<file path="src/rtl/piso_pkg.sv">
// Shared types and constants for the bidirectional parallel-in/serial-out register.
package piso_pkg;

   typedef enum logic {
      StIdle,
      StShift
   } state_e;

   localparam logic DIR_MSB_FIRST = 1'b0;
   localparam logic DIR_LSB_FIRST = 1'b1;

endpackage

</file>
<file path="src/rtl/bidirectional_piso_if.sv">
// Load handshake and serial output bundle for bidirectional_piso.
// PISO_PARITY_EN adds the s_parity marker.
interface bidirectional_piso_if #(
   parameter int unsigned WIDTH = 4
);

   logic             load_valid;
   logic             load_ready;
   logic [WIDTH-1:0] d_in;
   logic             direction;
   logic             en;
   logic             s_out;
   logic             s_valid;
   logic             busy;
   logic             done;
`ifdef PISO_PARITY_EN
   logic             s_parity;
`endif

   // Driven by the producer/consumer side.
   modport master (
      output load_valid,
      output d_in,
      output direction,
      output en,
      input  load_ready,
      input  s_out,
      input  s_valid,
      input  busy,
      input  done
`ifdef PISO_PARITY_EN
      ,
      input  s_parity
`endif
   );

   // The serializer itself.
   modport slave (
      input  load_valid,
      input  d_in,
      input  direction,
      input  en,
      output load_ready,
      output s_out,
      output s_valid,
      output busy,
      output done
`ifdef PISO_PARITY_EN
      ,
      output s_parity
`endif
   );

endinterface

</file>
<file path="src/rtl/bidirectional_piso.sv">
// Parallel-in, serial-out shift register, MSB- or LSB-first, with one-cycle done pulse.
// Defining PISO_PARITY_EN appends an even-parity bit to every frame.
module bidirectional_piso
   import piso_pkg::*;
#(
   parameter int unsigned WIDTH = 4
) (
   input logic                clk,
   input logic                rst,
   bidirectional_piso_if.slave bus
);

   localparam int unsigned CNT_W = $clog2(WIDTH + 1);
`ifdef PISO_PARITY_EN
   localparam logic [CNT_W-1:0] LAST_CNT = CNT_W'(WIDTH);
`else
   localparam logic [CNT_W-1:0] LAST_CNT = CNT_W'(WIDTH - 1);
`endif

   state_e           r_state, w_state_d;
   logic [WIDTH-1:0] r_sr,    w_sr_d;
   logic [CNT_W-1:0] r_cnt,   w_cnt_d;
   logic             r_dir,   w_dir_d;
   logic             r_done,  w_done_d;
`ifdef PISO_PARITY_EN
   logic             r_par,   w_par_d;
   logic             w_par_slot;
`endif

   logic w_shift;
   logic w_head;
   logic w_bit;
   logic w_last;

   always_ff @(posedge clk or negedge rst) begin
      if (!rst) begin
         r_state <= StIdle;
         r_sr    <= '0;
         r_cnt   <= '0;
         r_dir   <= DIR_MSB_FIRST;
         r_done  <= 1'b0;
`ifdef PISO_PARITY_EN
         r_par   <= 1'b0;
`endif
      end else begin
         r_state <= w_state_d;
         r_sr    <= w_sr_d;
         r_cnt   <= w_cnt_d;
         r_dir   <= w_dir_d;
         r_done  <= w_done_d;
`ifdef PISO_PARITY_EN
         r_par   <= w_par_d;
`endif
      end
   end

   assign w_shift = (r_state == StShift);
   assign w_head  = (r_dir == DIR_LSB_FIRST) ? r_sr[0] : r_sr[WIDTH-1];
   assign w_last  = (r_cnt == LAST_CNT);

`ifdef PISO_PARITY_EN
   // Once all data bits are consumed the register is empty and the parity slot follows.
   assign w_par_slot   = w_shift && (r_cnt == CNT_W'(WIDTH));
   assign w_bit        = w_par_slot ? r_par : w_head;
   assign bus.s_parity = w_par_slot;
`else
   assign w_bit = w_head;
`endif

   always_comb begin
      w_state_d = r_state;
      w_sr_d    = r_sr;
      w_cnt_d   = r_cnt;
      w_dir_d   = r_dir;
      w_done_d  = 1'b0;
`ifdef PISO_PARITY_EN
      w_par_d   = r_par;
`endif
      unique case (r_state)
         StIdle: begin
            if (bus.load_valid) begin
               w_sr_d    = bus.d_in;
               w_dir_d   = bus.direction;
               w_cnt_d   = '0;
               w_state_d = StShift;
`ifdef PISO_PARITY_EN
               w_par_d   = ^bus.d_in;
`endif
            end
         end
         StShift: begin
            if (bus.en) begin
               w_sr_d = (r_dir == DIR_LSB_FIRST) ? (r_sr >> 1) : (r_sr << 1);
               // Counter parks at the terminal count rather than wrapping.
               if (w_last) begin
                  w_state_d = StIdle;
                  w_done_d  = 1'b1;
               end else begin
                  w_cnt_d = r_cnt + 1'b1;
               end
            end
         end
         default: w_state_d = StIdle;
      endcase
   end

   assign bus.load_ready = (r_state == StIdle);
   assign bus.busy       = w_shift;
   assign bus.s_valid    = w_shift;
   assign bus.s_out      = w_shift & w_bit;
   assign bus.done       = r_done;

endmodule

</file>
<file path="src/flat_wrapper.sv">
// flat-port wrapper written by rule: the top's interface ports become plain ports
module bidirectional_piso_flat import piso_pkg::*;
#(
   parameter int unsigned WIDTH = 4
)
  (clk, rst, bus_load_valid, bus_d_in, bus_direction, bus_en, bus_load_ready, bus_s_out, bus_s_valid, bus_busy, bus_done);
  bidirectional_piso_if #(.WIDTH(WIDTH)) bus_i ();
  input logic clk;
  input logic rst;
  input wire logic [$bits(bus_i.load_valid)-1:0] bus_load_valid;
  input wire logic [$bits(bus_i.d_in)-1:0] bus_d_in;
  input wire logic [$bits(bus_i.direction)-1:0] bus_direction;
  input wire logic [$bits(bus_i.en)-1:0] bus_en;
  output wire logic [$bits(bus_i.load_ready)-1:0] bus_load_ready;
  output wire logic [$bits(bus_i.s_out)-1:0] bus_s_out;
  output wire logic [$bits(bus_i.s_valid)-1:0] bus_s_valid;
  output wire logic [$bits(bus_i.busy)-1:0] bus_busy;
  output wire logic [$bits(bus_i.done)-1:0] bus_done;
  assign bus_i.load_valid = bus_load_valid;
  assign bus_i.d_in = bus_d_in;
  assign bus_i.direction = bus_direction;
  assign bus_i.en = bus_en;
  assign bus_load_ready = bus_i.load_ready;
  assign bus_s_out = bus_i.s_out;
  assign bus_s_valid = bus_i.s_valid;
  assign bus_busy = bus_i.busy;
  assign bus_done = bus_i.done;
  bidirectional_piso #(.WIDTH(WIDTH)) u_core (.clk(clk), .rst(rst), .bus(bus_i));
endmodule
</file>
<file path="config.mk">
export PLATFORM = sky130hd
export DESIGN_NAME = bidirectional_piso_flat
export DESIGN_NICKNAME = d
export VERILOG_FILES = /design/src/rtl/piso_pkg.sv /design/src/rtl/bidirectional_piso_if.sv /design/src/rtl/bidirectional_piso.sv /design/src/flat_wrapper.sv
export SDC_FILE = /design/constraint.sdc
export NUM_CORES = 1
export LEC_CHECK = 0
export BUFFER_PORTS_ARGS = -buffer_cell sky130_fd_sc_hd__buf_4
export CORE_MARGIN = 10
export CORE_UTILIZATION = 40
export DETAILED_ROUTE_END_ITERATION = 6
export PLACE_DENSITY = 0.68
export SYNTH_ARGS = -nofsm -noshare
export SYNTH_HDL_FRONTEND = slang
export SYNTH_SLANG_ARGS = --single-unit
</file>
<file path="constraint.sdc">
create_clock -name clk -period 4.1 [get_ports clk]
set_input_delay 0.82 -clock clk [delete_from_list [all_inputs] [get_ports clk]]
set_output_delay 0.82 -clock clk [all_outputs]
set_load 0.05 [all_outputs]
</file>
# --- Yosys cells after proc, flatten, opt, wreduce, memory -nomap -nowiden ---
# Cells that the tools add are included.
word_totals:
  ff_bits: 10
  latch_bits: 0
  ramBits: 0
  rom_bits: 0
  input_bits: 9
  out_inout_bits: 5
  word_cells: 31
  memories: 0
classes:
  add_sub_neg: 1
  multipliers: 0
  n_div: 0
  order_cmp: 0
  eq_ne: 4
  shift: 0
  mux: 16
  bitwise_logic: 2
  reduce_logical: 3
ops:
  columns: ["cell", "count"]
  rows:
  - ["4-bit two-way mux", 3]
  - ["3-bit two-way mux", 3]
  - ["4-bit case mux with 2 select lines", 1]
  - ["1-bit two-way mux", 7]
  - ["2-bit inequality test, second input constant", 3]
  - ["3-bit case mux with 2 select lines", 1]
  - ["2-bit AND reduction", 2]
  - ["3-bit by 1-bit adder with 3-bit output, second input constant", 1]
  - ["3-bit by 2-bit == test with 1-bit output, second input constant", 1]
  - ["3-bit AND reduction", 1]
  - ["1-bit case mux with 2 select lines", 1]
  - ["1-bit bitwise AND", 1]
  - ["1-bit NOT", 1]

# --- Longest topological paths before layout ---
# Gate-level depths: netlist (run 1).
depth:
  depth_word: 4
  ltp_mapped: 5
  ltp_nobuf: 5

# --- Least setup slack after synthesis (run 1) ---
# Ideal clock, no wire load.
synth_path:
  kind: "register to output"
  start: "register u_core.r_state (netlist: u_core.bus.busy)"
  end: "output bus_s_out"
  t_arrival_ns: 1.721
  t_required_ns: 3.280
  setup_slack_ns: 1.559
  path_stages_with_launch: 4
  path_buffers: 1
  path_cell_list: "dfrtp_1 > buf_6 > inv_2 > nor2_1"
synth_between:
  elab_chain_len: 1
synth_lines:
  columns: ["element", "line_no", "source"]
  rows:
  - ["start: declaration", "bidirectional_piso.sv:20", "state_e r_state, w_state_d;"]
  - ["start signal: assignment", "bidirectional_piso.sv:37", "r_state <= StIdle;"]
  - ["start signal: assignment", "bidirectional_piso.sv:46", "r_state <= w_state_d;"]
  - ["1-bit bitwise AND", "bidirectional_piso.sv:110", "assign bus.s_out = w_shift & w_bit;"]
  - ["end: declaration", "flat_wrapper.sv:15", "output wire logic [$bits(bus_i.s_out)-1:0] bus_s_out;"]
# Every way passes these cells.

# --- Worst setup path after layout (run 1) ---
# Ends and elaborated chain as after synthesis.

==> results of run 1 <==
[synthesized netlist by cell type, types with 2 or more instances]
cell / instances / area, um2
sky130_fd_sc_hd__mux2i_1: 3 / 30.0
sky130_fd_sc_hd__ha_1: 2 / 25.0
sky130_fd_sc_hd__o21ai_1: 2 / 10.0
sky130_fd_sc_hd__nand2_1: 5 / 18.8
sky130_fd_sc_hd__a221oi_2: 2 / 30.0
sky130_fd_sc_hd__nor2_1: 8 / 30.0
sky130_fd_sc_hd__dfrtp_1: 10 / 250
sky130_fd_sc_hd__mux2_4: 2 / 30.0
[final timing paths]
kind | start | to | slack (ns) | cells past startpoint
hold / removal | rst | u_core.r_cnt[1] | 0.37 | 1
setup / recovery | u_core.bus.busy | bus_s_out | 1.90 | 3
min in group clk | u_core.r_cnt[2] | u_core.r_cnt[2] | 0.51 | 1
max in group asynchronous | rst | u_core.r_sr[1] | 3.58 | 1
hold reg to reg | u_core.r_cnt[2] | u_core.r_cnt[2] | 0.51 | 1
setup reg to reg | u_core.r_cnt[0] | u_core.r_cnt[2] | 2.63 | 5
[logic make-up (layout without fill, tap and decap cells)]
family | count (synthesis) | after routing | synth area share
buffers and inverters | 4 | 19 | 0.0472
muxes | 7 | 7 | 0.153
adders and majority gates | 2 | 2 | 0.0449
xor gates and xnor gates | 1 | 1 | 0.0157
DFF | 10 | 10 | 0.449
and+or+nand+nor | 17 | 17 | 0.142
AOI/OAI and AO/OA | 10 | 10 | 0.148
[registers in the layout (all words and copies together) (netlist names)]
name             count
u_core.r_dir         1
u_core.bus.done      1
u_core.r_cnt         3
u_core.r_sr          4
u_core.bus.busy      1
[worst max-delay path, cell delays in order (launching register included)]
cell and delay (ns):
sky130_fd_sc_hd__dfrtp_1 0.62, sky130_fd_sc_hd__inv_2 0.16, sky130_fd_sc_hd__nor2_1 0.14, sky130_fd_sc_hd__buf_4 0.20
[per-stage QoR]
stage / instance area [um2] / hold slack [ns] / power, W / util / setup WS (ns)
global route: 691 / 0.366 / 0.000617 / 0.531 / 1.76
global placement: 654 / 0.509 / 0.000485 / 0.503 / 2.19
floorplan: 557 / 0.473 / 0.000426 / - / 1.56
CTS: 691 / 0.369 / 0.000582 / 0.531 / 1.87
finish: 691 / 0.373 / 0.000573 / 0.531 / 1.90
detailed placement: 654 / 0.496 / 0.000490 / 0.503 / 2.18
[routing by layer]
metal | vias up | GRT usage
met2 | 9 | 0.102
met3 | 0 | 0.0288
li1 | 214 | -
met5 | - | 0
met1 | 198 | 0.0851
met4 | 0 | 0.0302
[power by group through the flow]
stage / combinational (W) / sequential (W) / clock [W]
after floorplan: 0.000231 / 0.000195 / 0
after global placement: 0.000291 / 0.000194 / 0
after detailed placement: 0.000295 / 0.000194 / 0
after CTS: 0.000296 / 0.000193 / 0.0000924
after global routing: 0.000317 / 0.000202 / 0.0000988
final: 0.000292 / 0.000194 / 0.0000879
[cell type report]
type                            instances  area [um2]  share of cell area
Sequential cell                        10         250               0.362
Inverter                                2        7.51              0.0109
Clock buffer                            4        36.3              0.0525
Tap cell                               15        18.8              0.0272
Multi-Input combinational cell         37         280               0.406
Timing Repair Buffer                   13        97.6               0.141
==> impl_results.html, run 1 <==
<table>
<tr><th>Metric</th><th>Value</th></tr>
<tr><th colspan="2">Pwr</th></tr>
<tr><td>Cell Int Power</td><td>0.000328 W</td></tr>
<tr><td>Net switching share of the total power</td><td>0.428</td></tr>
<tr><td>Power per standard cell area</td><td>830 nW/um2</td></tr>
<tr><td>Net switching power</td><td>0.000245 W</td></tr>
<tr><td>Part of the total power dissipated in the clock network</td><td>0.153</td></tr>
<tr><td>Combinational Power Share</td><td>0.509</td></tr>
<tr><td>Leakage power of the design</td><td>0.331 nW</td></tr>
<tr><td>Largest voltage drop on the vdd net</td><td>0.000378 V</td></tr>
<tr><td>Flop pwr share</td><td>0.338</td></tr>
<tr><th colspan="2">Clock network</th></tr>
<tr><td>Buffer count from post-CTS setup fixing</td><td>0</td></tr>
<tr><td>Clock buffer depth</td><td>2</td></tr>
<tr><td>PostCTS Resize Cnt</td><td>0</td></tr>
<tr><td>Number of clock sinks</td><td>10</td></tr>
<tr><td>CTS root buf</td><td>sky130_fd_sc_hd__clkbuf_4</td></tr>
<tr><td>CTS tree</td><td>built</td></tr>
<tr><td>Number of buffers added by the clock tree synthesis step</td><td>3</td></tr>
<tr><td>Clock transition at the registers of the reported paths</td><td>0.07 ns</td></tr>
<tr><td>Insertion delay to the later sink of the worst-skew pair</td><td>0.26 ns</td></tr>
<tr><td>H-tree level count</td><td>1</td></tr>
<tr><td>Number of buffers added to fix hold violations after cts</td><td>0</td></tr>
<tr><th colspan="2">Outcome</th></tr>
<tr><td>Run status</td><td>completed</td></tr>
<tr><th colspan="2">Timing</th></tr>
<tr><td>Endpoints failing hold</td><td>0</td></tr>
<tr><td>Period minus WS final</td><td>2.20 ns</td></tr>
<tr><td>Slew Viols, Final</td><td>0</td></tr>
<tr><td>Rel. slew slack</td><td>0.704</td></tr>
<tr><td>Highest clock rate</td><td>454 MHz</td></tr>
<tr><td>Final critical-path share of the clock period</td><td>0.537</td></tr>
<tr><td>Final Skew</td><td>0.00226 ns</td></tr>
<tr><td>Final setup violation count</td><td>0</td></tr>
<tr><td>Slew of the pin with the lowest slew margin</td><td>0.445 ns</td></tr>
<tr><td>Setup repair after global routing missed its margin</td><td>no</td></tr>
<tr><td>Summed negative setup slack over all endpoints</td><td>0 ns</td></tr>
<tr><th colspan="2">Route</th></tr>
<tr><td>Met2 routed wirelength</td><td>517 um</td></tr>
<tr><td>Uppermost routed layer</td><td>met3</td></tr>
<tr><td>Wl on met1</td><td>517 um</td></tr>
<tr><td>Routed met3 length</td><td>75 um</td></tr>
<tr><td>Detailed-route via count</td><td>421</td></tr>
<tr><td>Number of antenna-violating nets in the routed design</td><td>0</td></tr>
<tr><td>Vias per Instance</td><td>5.20</td></tr>
<tr><td>Total Wirelength</td><td>1110 um</td></tr>
<tr><td>DR WL/cell</td><td>13.7 um</td></tr>
<tr><td>TritonRoute pass-1 iters</td><td>3</td></tr>
<tr><td>First-iteration detailed-routing DRC count</td><td>4</td></tr>
<tr><td>Residual DRC count</td><td>0</td></tr>
<tr><th colspan="2">Floorplanning</th></tr>
<tr><td>Number of rows created at floorplan</td><td>13</td></tr>
<tr><td>Count of pins on the block boundary</td><td>14</td></tr>
<tr><td>Initial cell density of the core</td><td>0.428</td></tr>
<tr><td>Total die area</td><td>3280 um2</td></tr>
<tr><td>Std-Cell Core Area</td><td>1300 um2</td></tr>
<tr><td>Die boundary height</td><td>57.3 um</td></tr>
<tr><td>Die Wd</td><td>57.3 um</td></tr>
<tr><th colspan="2">Place</th></tr>
<tr><td>Number of placed cells counting well taps</td><td>77</td></tr>
<tr><td>Port Buffer Count</td><td>13</td></tr>
<tr><td>Global placer's final weighted congestion</td><td>0.767</td></tr>
<tr><td>Post-DP HPWL</td><td>908 um</td></tr>
<tr><th colspan="2">Synth</th></tr>
<tr><td>Post-synthesis sequential area ratio</td><td>0.449</td></tr>
<tr><td>Flip-flop and latch count after synthesis</td><td>10</td></tr>
<tr><td>Most used flip-flop cell after synthesis</td><td>sky130_fd_sc_hd__dfrtp_1</td></tr>
<tr><td>Number of synthesized flops with an enable pin</td><td>0</td></tr>
<tr><td>Number of synthesis warnings</td><td>0</td></tr>
<tr><td>Ys async rst share</td><td>1.00</td></tr>
<tr><td>Number of distinct standard cells referenced by the synthesized netlist</td><td>25</td></tr>
<tr><td>Synthesized area per cell</td><td>10.9 um2</td></tr>
<tr><td>Post-synthesis cell area</td><td>557 um2</td></tr>
<tr><td>Syn Nets</td><td>62</td></tr>
<tr><td>Synthesized netlist cell count</td><td>51</td></tr>
<tr><th colspan="2">Global route</th></tr>
<tr><td>Global-route usage over all layers</td><td>0.0691</td></tr>
<tr><td>Total gr overflow</td><td>0</td></tr>
<tr><td>Vias in the first global route</td><td>423</td></tr>
<tr><td>Wire length of the first global-routing pass</td><td>1880 um</td></tr>
<tr><td>Pin count of the biggest net entering global routing</td><td>14</td></tr>
<tr><td>Number of antenna violations at the first check in global routing</td><td>0</td></tr>
<tr><th colspan="2">Critical path</th></tr>
<tr><td>Data arrival time of the worst path</td><td>1.38 ns</td></tr>
<tr><td>Nature of the critical path startpoint</td><td>flop</td></tr>
<tr><td>Maximum fanout along the worst path</td><td>13</td></tr>
<tr><td>Critical path start-end classification</td><td>reg2out</td></tr>
<tr><td>Worst path required time</td><td>3.28 ns</td></tr>
<tr><td>Critical Path End Type</td><td>primary output</td></tr>
<tr><th colspan="2">Final layout</th></tr>
<tr><td>Number of nets in the finished design</td><td>78</td></tr>
<tr><td>Fill cell total of the finished layout</td><td>139</td></tr>
<tr><td>Most common library cell in the layout ignoring fill and taps</td><td>sky130_fd_sc_hd__buf_4</td></tr>
<tr><td>Layout Cells excl Fill</td><td>81</td></tr>
<tr><td>Area added between synthesis and finish</td><td>24.0%</td></tr>
<tr><td>Layout cells sized above 1</td><td>0.409</td></tr>
<tr><td>Commonest cells after routing, fill and taps aside</td><td>sky130_fd_sc_hd__buf_4, sky130_fd_sc_hd__dfrtp_1, sky130_fd_sc_hd__nor2_1, sky130_fd_sc_hd__nand2_1</td></tr>
<tr><td>Antenna Cells</td><td>0</td></tr>
<tr><th colspan="2">Hold path</th></tr>
<tr><td>Class of the tightest hold or removal check</td><td>in2async</td></tr>
<tr><th colspan="2">Flow run</th></tr>
<tr><td>Max-cap check violation count</td><td>0</td></tr>
</table>
(Power assumes the default switching activity.)
==> run 2: changes to the inputs <==
==> constraint.sdc (replaced) <==
create_clock -name clk -period 2.2 [get_ports clk]
set_input_delay 0.44 -clock clk [delete_from_list [all_inputs] [get_ports clk]]
set_output_delay 0.44 -clock clk [all_outputs]
set_load 0.05 [all_outputs]
==> impl_results.html, run 2 (synthesized netlist as in run 1, its figures left out) <==
<table>
<tr><th>Metric</th><th>Value</th></tr>
<tr><th colspan="2">Outcome</th></tr>
<tr><td>Run status</td><td>completed</td></tr>
<tr><th colspan="2">Pwr</th></tr>
<tr><td>Leakage power of the design</td><td>0.328 nW</td></tr>
<tr><td>Total power consumption of the routed design</td><td>0.00103 W</td></tr>
<tr><td>Largest voltage drop on the vdd net</td><td>0.000866 V</td></tr>
<tr><td>Power per standard cell area</td><td>1500 nW/um2</td></tr>
<tr><th colspan="2">Place</th></tr>
<tr><td>Global placer's final weighted congestion</td><td>0.779</td></tr>
<tr><td>Port Buffer Count</td><td>13</td></tr>
<tr><td>Post-DP HPWL</td><td>880 um</td></tr>
<tr><th colspan="2">Critical path</th></tr>
<tr><td>Critical path start-end classification</td><td>reg2out</td></tr>
<tr><td>Worst path required time</td><td>1.76 ns</td></tr>
<tr><td>Critical Path End Type</td><td>primary output</td></tr>
<tr><td>Reg2Reg Depth</td><td>5</td></tr>
<tr><td>Maximum fanout along the worst path</td><td>13</td></tr>
<tr><td>Data arrival time of the worst path</td><td>1.38 ns</td></tr>
<tr><td>Reg-to-reg setup timing slack</td><td>0.74 ns</td></tr>
<tr><td>Nature of the critical path startpoint</td><td>flop</td></tr>
<tr><th colspan="2">Timing</th></tr>
<tr><td>Endpoints failing hold</td><td>0</td></tr>
<tr><td>Slew Viols, Final</td><td>0</td></tr>
<tr><td>Setup repair after global routing missed its margin</td><td>no</td></tr>
<tr><td>Period minus WS final</td><td>1.82 ns</td></tr>
<tr><td>Final critical-path share of the clock period</td><td>0.828</td></tr>
<tr><td>Slew of the pin with the lowest slew margin</td><td>0.452 ns</td></tr>
<tr><td>Final setup violation count</td><td>0</td></tr>
<tr><td>Summed negative setup slack over all endpoints</td><td>0 ns</td></tr>
<tr><td>Final Skew</td><td>0.000402 ns</td></tr>
<tr><td>Highest clock rate</td><td>549 MHz</td></tr>
<tr><td>Rel. slew slack</td><td>0.699</td></tr>
<tr><th colspan="2">Global route</th></tr>
<tr><td>Wire length of the first global-routing pass</td><td>2030 um</td></tr>
<tr><td>Met3 Usage GRT</td><td>0.0288</td></tr>
<tr><td>Met1 usage in global routing</td><td>0.0851</td></tr>
<tr><td>Pin count of the biggest net entering global routing</td><td>14</td></tr>
<tr><td>Grt met2 use</td><td>0.118</td></tr>
<tr><td>Layer carrying the most global-route usage</td><td>met2</td></tr>
<tr><td>Number of antenna violations at the first check in global routing</td><td>0</td></tr>
<tr><td>Global-route usage over all layers</td><td>0.0735</td></tr>
<tr><td>Vias in the first global route</td><td>462</td></tr>
<tr><td>Total gr overflow</td><td>0</td></tr>
<tr><th colspan="2">Clock network</th></tr>
<tr><td>CTS root buf</td><td>sky130_fd_sc_hd__clkbuf_4</td></tr>
<tr><td>Number of buffers added to fix hold violations after cts</td><td>1</td></tr>
<tr><td>Clock transition at the registers of the reported paths</td><td>0.07 ns</td></tr>
<tr><td>Number of buffers added by the clock tree synthesis step</td><td>3</td></tr>
<tr><td>H-tree level count</td><td>1</td></tr>
<tr><td>Number of clock sinks</td><td>10</td></tr>
<tr><td>Clock buffer depth</td><td>2</td></tr>
<tr><td>Insertion delay to the later sink of the worst-skew pair</td><td>0.25 ns</td></tr>
<tr><td>CTS tree</td><td>built</td></tr>
<tr><td>PostCTS Resize Cnt</td><td>0</td></tr>
<tr><td>Buffer count from post-CTS setup fixing</td><td>0</td></tr>
<tr><th colspan="2">Final layout</th></tr>
<tr><td>Commonest cells after routing, fill and taps aside</td><td>sky130_fd_sc_hd__buf_4, sky130_fd_sc_hd__dfrtp_1, sky130_fd_sc_hd__nor2_1, sky130_fd_sc_hd__nand2_1</td></tr>
<tr><td>Largest regs</td><td>u_core.r_sr x4, u_core.r_cnt x3</td></tr>
<tr><td>Register cell area after layout</td><td>250 um2</td></tr>
<tr><td>Antenna Cells</td><td>0</td></tr>
<tr><td>Register name with the most flops</td><td>u_core.r_sr</td></tr>
<tr><td>Area used by multi-input combinational logic</td><td>280 um2</td></tr>
<tr><td>Area added between synthesis and finish</td><td>23.4%</td></tr>
<tr><td>Fill cell total of the finished layout</td><td>128</td></tr>
<tr><td>Number of nets in the finished design</td><td>79</td></tr>
<tr><td>Layout cells sized above 1</td><td>0.394</td></tr>
<tr><td>Max reg flops</td><td>4</td></tr>
<tr><td>Most common library cell in the layout ignoring fill and taps</td><td>sky130_fd_sc_hd__buf_4</td></tr>
<tr><th colspan="2">Route</th></tr>
<tr><td>Residual DRC count</td><td>0</td></tr>
<tr><td>Total Wirelength</td><td>1130 um</td></tr>
<tr><td>DR WL/cell</td><td>14.0 um</td></tr>
<tr><td>Number of antenna-violating nets in the routed design</td><td>0</td></tr>
<tr><td>Vias per Instance</td><td>5.26</td></tr>
<tr><td>TritonRoute pass-1 iters</td><td>4</td></tr>
<tr><td>First-iteration detailed-routing DRC count</td><td>8</td></tr>
<tr><td>Detailed-route via count</td><td>426</td></tr>
<tr><th colspan="2">Floorplanning</th></tr>
<tr><td>Std-Cell Core Area</td><td>1300 um2</td></tr>
<tr><td>Number of rows created at floorplan</td><td>13</td></tr>
<tr><td>Initial cell density of the core</td><td>0.428</td></tr>
<tr><td>Total die area</td><td>3280 um2</td></tr>
<tr><td>Die boundary height</td><td>57.3 um</td></tr>
<tr><td>Count of pins on the block boundary</td><td>14</td></tr>
<tr><td>Die Wd</td><td>57.3 um</td></tr>
<tr><th colspan="2">Hold path</th></tr>
<tr><td>Class of the tightest hold or removal check</td><td>in2reg</td></tr>
<tr><td>Min-Delay Path Depth</td><td>2</td></tr>
<tr><th colspan="2">Flow run</th></tr>
<tr><td>Max-cap check violation count</td><td>0</td></tr>
</table>
-- run 2: where the power goes --
part	leakage (nW)	internal [W]	switching, W
Sequential	0.119	0.000266	0.0000938
Combinational	0.196	0.000247	0.000300
Clock	0.0138	0.0000630	0.0000601
-- run 2: metrics by stage --
stage	worst slack (ns)	cell area (um2)	hold WS [ns]	util	cells
floorplan	0.0392	557	0.144	-	51
global placement	0.677	654	0.279	0.503	77
detailed placement	0.652	654	0.279	0.503	77
CTS	0.360	687	0.418	0.528	81
global route	0.228	687	0.437	0.528	81
finish	0.378	687	0.425	0.528	81
-- run 2: layer usage --
metal / share of wire / vias up
met1: 0.48 / 204
met2: 0.45 / 9
met5: 0 / -
li1: - / 211
met3: 0.063 / 2
met4: 0.0053 / 0
-- run 2: worst paths after layout --
kind / end / startpoint
setup / recovery: bus_s_out / u_core.bus.busy
hold / removal: u_core.r_cnt[0] / bus_load_valid
setup reg to reg: u_core.r_cnt[1] / u_core.r_cnt[0]
hold reg to reg: u_core.r_cnt[2] / u_core.r_cnt[2]
max in group asynchronous: u_core.r_sr[3] / rst
min in group asynchronous: u_core.r_cnt[0] / rst
-- run 2: critical path, stage by stage (launching register included) --
cell	delay, ns
sky130_fd_sc_hd__dfrtp_1	0.62
sky130_fd_sc_hd__inv_2	0.16
sky130_fd_sc_hd__nor2_1	0.14
sky130_fd_sc_hd__buf_4	0.20
-- run 2: area by class of cell --
| class | instances | area share |
|---|---|---|
| clock buffer | 3 | 0.0328 |
| inverter | 2 | 0.0109 |
| multi-input combinational | 37 | 0.408 |
| sequential | 10 | 0.364 |
| tap | 15 | 0.0273 |
| timing repair buffer | 14 | 0.157 |
